$ cat src/rtl/jtag_pkg.sv
// Shared JTAG TAP definitions: IDCODE value, instruction encodings,
// default data-register width and the byte-transmitter state encoding.
package jtag_pkg;

    localparam int          JTAG_DEFAULT_WIDTH = 32;
    localparam logic [31:0] JTAG_IDCODE        = 32'h000FAF01;

    typedef enum logic [3:0] {
        INSTR_ABORT  = 4'b1000,
        INSTR_IDCODE = 4'b1110,
        INSTR_BYPASS = 4'b1111
    } jtag_instr_e;

    typedef enum logic [1:0] {
        TX_IDLE  = 2'd0,
        TX_SHIFT = 2'd1,
        TX_DONE  = 2'd2
    } tx_state_e;

    // Bit counter must reach WIDTH itself, hence the extra bit.
    function automatic int tx_cnt_width(input int width);
        return $clog2(width) + 1;
    endfunction

endpackage

$ cat src/rtl/jtag_byte_transmitter.sv
// Serialises a WIDTH-bit word onto a registered single-bit output, one bit
// per enabled TCK edge, with a sticky done flag. Drives TDO in Shift-DR.
// Build option: JTAG_BYTE_TX_MSB_FIRST_EN selects MSB-first transmission;
// without it the word goes out LSB first.
//
// state    | meaning
// ---------+-----------------------------------------------------------
// TX_IDLE  | no word captured; next enabled edge loads `in`, emits bit 0
// TX_SHIFT | word captured (busy); each enabled edge emits the next bit
// TX_DONE  | all WIDTH bits driven; done held until reset
module jtag_byte_transmitter
    import jtag_pkg::*;
#(
    parameter int WIDTH = JTAG_DEFAULT_WIDTH
) (
    input  logic             clk_tck,
    input  logic             trst_n,
    input  logic             enable,
    input  logic [WIDTH-1:0] in,
    output logic             out,
    output logic             done
);

    localparam int             CW       = tx_cnt_width(WIDTH);
    localparam logic [CW-1:0]  CNT_ONE  = CW'(1);
    localparam logic [CW-1:0]  CNT_LAST = CW'(WIDTH - 1);

    tx_state_e        state_q;
    tx_state_e        state_d;
    logic [WIDTH-1:0] sr;
    logic [CW-1:0]    cnt;
    logic             load_en;
    logic             shift_en;
    logic             last_bit;

    // State register; reset aborts any word in flight.
    always_ff @(posedge clk_tck or negedge trst_n) begin
        if (!trst_n) begin
            state_q <= TX_IDLE;
        end else begin
            state_q <= state_d;
        end
    end

    // Next-state: the edge that drives bit WIDTH-1 moves to TX_DONE.
    always_comb begin
        state_d = state_q;
        case (state_q)
            TX_IDLE: begin
                if (load_en) begin
                    state_d = last_bit ? TX_DONE : TX_SHIFT;
                end
            end
            TX_SHIFT: begin
                if (last_bit) begin
                    state_d = TX_DONE;
                end
            end
            TX_DONE: begin
                state_d = TX_DONE;
            end
            default: begin
                state_d = TX_IDLE;
            end
        endcase
    end

    // Output decode: datapath strobes for load, shift and final bit.
    always_comb begin
        load_en  = 1'b0;
        shift_en = 1'b0;
        last_bit = 1'b0;
        case (state_q)
            TX_IDLE: begin
                load_en  = enable;
                // A one-bit word finishes on its load edge.
                last_bit = enable && (WIDTH == 1);
            end
            TX_SHIFT: begin
                shift_en = enable;
                last_bit = enable && (cnt == CNT_LAST);
            end
            default: begin
                load_en  = 1'b0;
                shift_en = 1'b0;
                last_bit = 1'b0;
            end
        endcase
    end

    // Shift register, bit counter and serial output; hold when not strobed.
    always_ff @(posedge clk_tck or negedge trst_n) begin
        if (!trst_n) begin
            out <= 1'b0;
            sr  <= '0;
            cnt <= '0;
        end else if (load_en) begin
`ifdef JTAG_BYTE_TX_MSB_FIRST_EN
            out <= in[WIDTH-1];
            sr  <= in << 1;
`else
            out <= in[0];
            sr  <= in >> 1;
`endif
            cnt <= CNT_ONE;
        end else if (shift_en) begin
`ifdef JTAG_BYTE_TX_MSB_FIRST_EN
            out <= sr[WIDTH-1];
            sr  <= sr << 1;
`else
            out <= sr[0];
            sr  <= sr >> 1;
`endif
            cnt <= cnt + CNT_ONE;
        end
    end

    // Sticky completion flag, raised with the last bit; only reset clears it.
    always_ff @(posedge clk_tck or negedge trst_n) begin
        if (!trst_n) begin
            done <= 1'b0;
        end else if (last_bit) begin
            done <= 1'b1;
        end
    end

endmodule

$ cat config.mk
export PLATFORM = sky130hd
export DESIGN_NAME = jtag_byte_transmitter
export DESIGN_NICKNAME = d
export VERILOG_FILES = /design/src/rtl/jtag_pkg.sv /design/src/rtl/jtag_byte_transmitter.sv
export SDC_FILE = /design/constraint.sdc
export NUM_CORES = 1
export LEC_CHECK = 0
export CORE_AREA = 2 2 75 77
export CTS_CLUSTER_SIZE = 16
export DETAILED_ROUTE_END_ITERATION = 8
export DIE_AREA = 0 0 77 79
export PLACE_DENSITY_LB_ADDON = 0.3
export SLEW_MARGIN = 20
export SYNTH_ARGS = -nofsm -noshare
export SYNTH_HDL_FRONTEND = slang
export SYNTH_SLANG_ARGS = --single-unit
$ cat constraint.sdc
create_clock -name clk_tck -period 2.18 [get_ports clk_tck]
set_input_delay 0.218 -clock clk_tck [delete_from_list [all_inputs] [get_ports clk_tck]]
set_output_delay 0.218 -clock clk_tck [all_outputs]
set_load 0.1 [all_outputs]
==> results of run 1 <==
how the worst max path moves through the flow:
stage	cells after the start	from	slack (ps)	to
after floorplan	7	state_q[0]	660	sr[22]
after global placement	5	state_q[1]	390	sr[21]
after detailed placement	6	state_q[1]	350	sr[23]
after CTS	6	state_q[1]	340	sr[23]
after global routing	6	state_q[1]	190	sr[0]
final	6	state_q[1]	370	sr[23]
placed cells by master (no fill, tap or decap), drive strengths merged:
| master | count |
|---|---|
| ha | 4 |
| mux2i | 30 |
| and2 | 1 |
| or2b | 1 |
| inv | 4 |
| and4b | 2 |
| or3 | 3 |
| o2111ai | 2 |
| dfrtp | 41 |
| a41o | 1 |
| a32o | 1 |
| a21bo | 1 |
| clkbuf | 7 |
| o221ai | 2 |
| o21ai | 34 |
| dlygate4sd3 | 1 |
| nand4 | 1 |
| nand2 | 35 |
| buf | 9 |
| nand4b | 1 |
| a22o | 3 |
| bufinv | 1 |
| a31oi | 1 |
| o22ai | 1 |
| clkdlybuf4s50 | 33 |
| nor2b | 3 |
| o211ai | 1 |
| a21oi | 4 |
| nand3 | 1 |
critical path, stage by stage, from the launching register on:
cell and delay (ps):
dfrtp_1 350, inv_1 80, ha_1 300, o21ai_4 580
buf_12 270, nand2_1 70, o21ai_1 80
layout make-up:
cell class	count	area (sq um)	area share [%]
sequential	41	1030	40.1
multi-input combinational	133	891	34.9
timing repair buffer	43	418	16.3
tap	72	90.1	3.52
clock buffer	7	86.3	3.38
clock inverter	1	30.0	1.17
inverter	4	15.0	0.587
power by group:
| group | switching [W] | total [W] | internal, W |
|---|---|---|---|
| Sequential | 0.000169 | 0.00122 | 0.00105 |
| Combinational | 0.000624 | 0.00114 | 0.000519 |
| Clock | 0.000249 | 0.000623 | 0.000373 |
flip-flops by register name, indices dropped and copies added (netlist names):
signal   cells
cnt          6
sr          31
done         1
out          1
state_q      2
repair_timing:
item	4_1_cts	5_1_grt
endpoints found under the hold margin	16	0
endpoints found under the setup margin	0	0
hold buffers	1	0
logic make-up after synthesis:
kind of cell | after synthesis
compound gates | 51
simple gates | 48
flops | 41
mux | 30
buf+inv | 18
fa+ha+maj | 4
per-stage QoR:
stage          hold WS [ps]  std cells  power, W
6_report                374        301   0.00298
4_1_cts                 380        301   0.00303
3_3_place_gp            162        292   0.00236
2_1_floorplan         -77.6        192   0.00220
5_1_grt                 413        301   0.00324
3_5_place_dp            170        292   0.00239
routing by layer:
| metal | share of wire (%) | wire length, um |
|---|---|---|
| met2 | 45 | 1700 |
| met5 | 0 | 0 |
| met1 | 48 | 1790 |
| met4 | 1.7 | 63 |
| met3 | 5.0 | 187 |
==> results.json, run 1 <==
{
  "io_buffers": 36,
  "maxCapViolCount": 0,
  "synthDistinctLibCells": 32,
  "clock_latency_ps": 290,
  "area_delta_synth_final_pct": 24.6,
  "syn_inst": 192,
  "hold_removal_path_class": "in2async",
  "final_layout_size_suffix_gt1_share_pct": 8.73,
  "postSynthAreaPerCell_sq_um": 10.7,
  "finalSetupTns_ps": 0,
  "synth_cell_area_sq_um": 2050,
  "preCtsSetupSlack_ps": 351,
  "synth_seq_area_share_pct": 50.0,
  "antenna_cells_inserted": 0,
  "post_drt_via_cell_ratio": 4.77,
  "place_hpwl_um": 2680,
  "initial_utilization_pct": 38.4,
  "filler_cell_count": 517,
  "timing.setup.critical_path_class": "reg2reg",
  "finalSetupViolCount": 0,
  "final_net_count": 267,
  "synthTopCellsByCount": "dfrtp_1 (41), nand2_1 (35), mux2i_1 (30), o21ai_1 (30), buf_2 (7)",
  "layout_setup_ws_ps": 369,
  "drc_errors": 0,
  "ys.flop_type": "dfrtp_1",
  "netlist.top_cell.by_area": "dfrtp_1",
  "slew_headroom_pct": 57.3,
  "power_density_nw_per_um2": 1170,
  "postSynthNetCount": 231,
  "fin_skew_ps": 8.38,
  "post_synth_fa_ha_maj_area_fraction_pct": 2.44,
  "synth_compound_area_share_pct": 15.1,
  "netlist_top_cells_area": "dfrtp_1 (50%), mux2i_1 (15%), o21ai_1 (7.3%)",
  "grt_max_degree": 40,
  "critical_path.max_fanout": 39,
  "number_of_synthesized_flops_with_an_enable_pin": 0,
  "synth-xor-area-share_pct": 0,
  "cts.htree.levels": 2,
  "report.final.slew_viol_count": 0,
  "netlist.area_leader.share_pct": 50.0,
  "drtIter0Drc": 61,
  "share_of_flip_flops_with_an_asynchronous_set_or_reset_after_synthesis_pct": 100,
  "placement.cell_area_sq_um": 2430,
  "synthMuxAreaShare_pct": 14.6,
  "timing_worst_slew_pin_value_ps": 637,
  "die_boundary_width_um": 77,
  "cts_max_path_buffers": 2,
  "vias_after_detailed_routing": 1436,
  "peakVddDrop_mv": 0.414,
  "cts_root_buf": "clkbuf_8",
  "cts_inserted_buffers": 5,
  "clock_tree_from_tritoncts": "built",
  "die-area_sq_um": 6080,
  "r2r_start": "state_q[1]",
  "use_met2_pct": 20.4,
  "cts_post_setup_buffers_inserted": 0,
  "detail_route.wirelength_um": 3750,
  "worst-r2r-cell-count": 6,
  "finalHoldViolCount": 0,
  "synth-warning-count": 0,
  "post_cts_sizing": 0,
  "synth_simple_gate_area_share_pct": 10.9,
  "cp.required_ps": 2400,
  "globalRoute.totalOverflow": 0,
  "max_freq_ghz": 0.552,
  "routedWlPerCell_um": 12.4,
  "finalWorstPathRequiredPeriod_ps": 1810,
  "outcome": "complete, no violations",
  "power_leakage_nw": 1.09,
  "design_area_sq_um": 2560,
  "fp.dieH_um": 79,
  "grt_use_met1_pct": 18.3,
  "register_to_register_setup_slack_ps": 370,
  "grt_first_pass_wirelength_um": 6450,
  "met3_usage_pct": 4.32,
  "clock_sink_count": 41,
  "synth_top_family_by_area": "compound AO/OA/AOI/OAI gates",
  "final.period_utilization_pct": 83.1,
  "core_area_sq_um": 5340,
  "final_core_utilization_pct": 47.9,
  "gr-usage-all-layers_pct": 13.6,
  "critPathArrivalTime_ps": 2030,
  "grt_most_used_layer": "met2",
  "grt_setup_unrepaired": "false",
  "num_rows": 27,
  "ant_nets_after_route": 0,
  "synth.ff_latch_count": 41,
  "yosys.cell_count.top_type": "dfrtp_1",
  "number_of_global_route_vias_before_repair": 1359,
  "clkSlewWorstSetupHoldPaths_ps": 80,
  "startpoint_type": "register",
  "timing.rr.end": "sr[23]",
  "place_congestion": 0.759,
  "pre_repair_dr_iteration_count": 4,
  "setup.worst_path.end_class": "register",
  "grt_antenna_before_repair": 0,
  "io-pin-count": 37
}
Note: power is estimated with default switching activity, not from simulation.
==> run 2: changes to the inputs <==
==> constraint.sdc (replaced) <==
create_clock -name clk_tck -period 1.5 [get_ports clk_tck]
set_input_delay 0.15 -clock clk_tck [delete_from_list [all_inputs] [get_ports clk_tck]]
set_output_delay 0.15 -clock clk_tck [all_outputs]
set_load 0.1 [all_outputs]
==> run 2 against run 1 <==
Clock skew is 5.6 ps lower; flip-flop and latch count stayed put; via count grew 7.5%; global-route usage grew 0.77 points; sequential power is 48% higher; critical endpoint is now sr[12]; clock power rose by 47%; hold slack improved by 84 ps; final cell count grew 4.7%; critical path depth did not move; largest power group is now combinational cells; utilization up 5.9 points; fmax rose by 22%; first-iteration DRC count grew 33%.
==> results.json, run 2 (same netlist as run 1, synthesis figures left out) <==
{
  "io_buffers": 36,
  "setup.worst_path.start": "state_q[0]",
  "clock_sink_count": 41,
  "area_delta_synth_final_pct": 39.9,
  "final_layout_size_suffix_gt1_share_pct": 23.5,
  "largest_register_ff_count": 31,
  "peakVddDrop_mv": 0.634,
  "grt_setup_unrepaired": "true",
  "final.period_utilization_pct": 99.0,
  "globalRoute.totalOverflow": 0,
  "detail_route.wirelength_um": 4180,
  "core_area_sq_um": 5340,
  "place_congestion": 0.822,
  "finalWorstPathRequiredPeriod_ps": 1480,
  "timing_worst_slew_pin_value_ps": 515,
  "critPathArrivalTime_ps": 1670,
  "gr-usage-all-layers_pct": 14.3,
  "maxCapViolCount": 0,
  "antenna_cells_inserted": 0,
  "post_drt_via_cell_ratio": 4.90,
  "startpoint_type": "register",
  "initial_utilization_pct": 38.4,
  "regMostFlops": "sr",
  "filler_cell_count": 509,
  "count_of_buffering_cells_on_the_critical_path_with_inverters_included": 2,
  "finalHoldViolCount": 0,
  "pre_repair_dr_iteration_count": 4,
  "finalSetupTns_ps": 0,
  "finalSetupViolCount": 0,
  "cp.required_ps": 1680,
  "max_freq_ghz": 0.674,
  "critical-path-max-stage-delay_ps": 420,
  "cts_root_buf": "clkbuf_8",
  "drtIter0Drc": 81,
  "register_to_register_setup_slack_ps": 20,
  "critical-path-slowest-cell": "dfrtp_1",
  "critical_path.max_fanout": 16,
  "die_boundary_width_um": 77,
  "timing.setup.critical_path_class": "reg2reg",
  "layout_common_cells": "dfrtp_1 (41), clkdlybuf4s50_1 (33), nand2_1 (28), mux2i_1 (25), o21ai_1 (25)",
  "layout_commonest_cell": "dfrtp_1",
  "die-area_sq_um": 6080,
  "power_density_nw_per_um2": 1780,
  "clock_latency_ps": 290,
  "cts_inserted_buffers": 5,
  "fin_skew_ps": 2.78,
  "grt_antenna_before_repair": 0,
  "layoutNonFillerInstCount": 315,
  "drc_errors": 0,
  "clkSlewWorstSetupHoldPaths_ps": 80,
  "final_net_count": 281,
  "place_hpwl_um": 2700,
  "number_of_global_route_vias_before_repair": 1471,
  "timing.rr.end": "sr[12]",
  "slew_headroom_pct": 65.6,
  "routedWlPerCell_um": 13.3,
  "power_leakage_nw": 1.21,
  "clock_tree_from_tritoncts": "built",
  "numPlacedInstances": 299,
  "num_rows": 27,
  "setup.worst_path.end_class": "register",
  "r2r_start": "state_q[0]",
  "ant_nets_after_route": 0,
  "worst_path_cell_chain": "inv_2 > ha_4 > and2_4 > buf_12 > mux2i_1 > o21ai_2",
  "outcome": "complete, no violations",
  "crit_family": "flip-flops",
  "biggestRegsByFlops": "sr: 31 flops, cnt: 6 flops, state_q: 2 flops",
  "report.final.slew_viol_count": 0,
  "io-pin-count": 37,
  "grt_first_pass_wirelength_um": 6860,
  "grt_max_degree": 42,
  "fp.dieH_um": 79,
  "cts.htree.levels": 2,
  "worst-r2r-cell-count": 6,
  "hold_removal_path_class": "in2async",
  "cts_max_path_buffers": 2,
  "vias_after_detailed_routing": 1544
}
==> run 2: worst min-delay path: stages <==
cell	delay (ps)
dlygate4sd3_1	520
buf_2	100
buf_4	430
==> run 2: worst max path at each step <==
| stage | endpoint | slack, ps | cells past startpoint |
|---|---|---|---|
| CTS | sr[17] | -20 | 6 |
| global route | sr[12] | -50 | 6 |
| finish | sr[12] | 20 | 6 |
| floorplan | sr[22] | 20 | 7 |
| detailed placement | cnt[5] | -50 | 5 |
| global placement | cnt[5] | 2 | 5 |
==> run 2: stage by stage <==
stage | worst slack [ps] | hold WS (ps) | area (sq um) | utilization (%) | power (W)
2_1_floorplan | 21.8 | -146 | 2050 | - | 0.00320
3_3_place_gp | 1.54 | 253 | 2550 | 47.7 | 0.00368
3_5_place_dp | -49.3 | 249 | 2550 | 47.7 | 0.00373
4_1_cts | -20.8 | 464 | 2700 | 50.6 | 0.00474
5_1_grt | -50.5 | 497 | 2870 | 53.8 | 0.00548
6_report | 15.3 | 458 | 2870 | 53.8 | 0.00510
==> run 2: per-layer routing <==
| metal | global-route usage [%] | up-vias | share of wire, % |
|---|---|---|---|
| met1 | 19.0 | 730 | 47 |
| li1 | - | 775 | - |
| met3 | 4.09 | 5 | 4.7 |
| met4 | 5.89 | 0 | 1.3 |
| met2 | 22.2 | 34 | 47 |
| met5 | 0 | - | 0 |
==> run 2: timing repair <==
item,CTS,global route
pin swaps,3,8
endpoints found under the setup margin,18,35
resized for setup,6,27
hold buffers,1,0
cloned,0,1
hold endpoints to repair,41,0
buffers inserted,1,5
==> run 2: power by group <==
| part | internal, W | switching (W) | leakage (nW) |
|---|---|---|---|
| clock | 0.000543 | 0.000373 | 0.0585 |
| sequential | 0.00152 | 0.000290 | 0.530 |
| combinational | 0.00125 | 0.00112 | 0.620 |
==> run 2: layout make-up <==
type	instances	area [sq um]	share of cell area, %
repair buffers	57	622	21.7
multi-input cells	133	1000	34.9
flip-flops and latches	41	1030	35.7
inverters	4	15.0	0.523
well taps	72	90.1	3.14
clock buffers	7	86.3	3.01
clock inverters	1	30.0	1.05
==> run 3: changes to the inputs <==
--- a/config.mk
+++ b/config.mk
@@ -10,7 +10,6 @@
 export DETAILED_ROUTE_END_ITERATION = 8
 export DIE_AREA = 0 0 77 79
 export PLACE_DENSITY_LB_ADDON = 0.3
-export SLEW_MARGIN = 20
 export SYNTH_ARGS = -nofsm -noshare
 export SYNTH_HDL_FRONTEND = slang
 export SYNTH_SLANG_ARGS = --single-unit
==> results of run 3 <==
No change in the layout: final DEF, timing and power equal those of run 2.
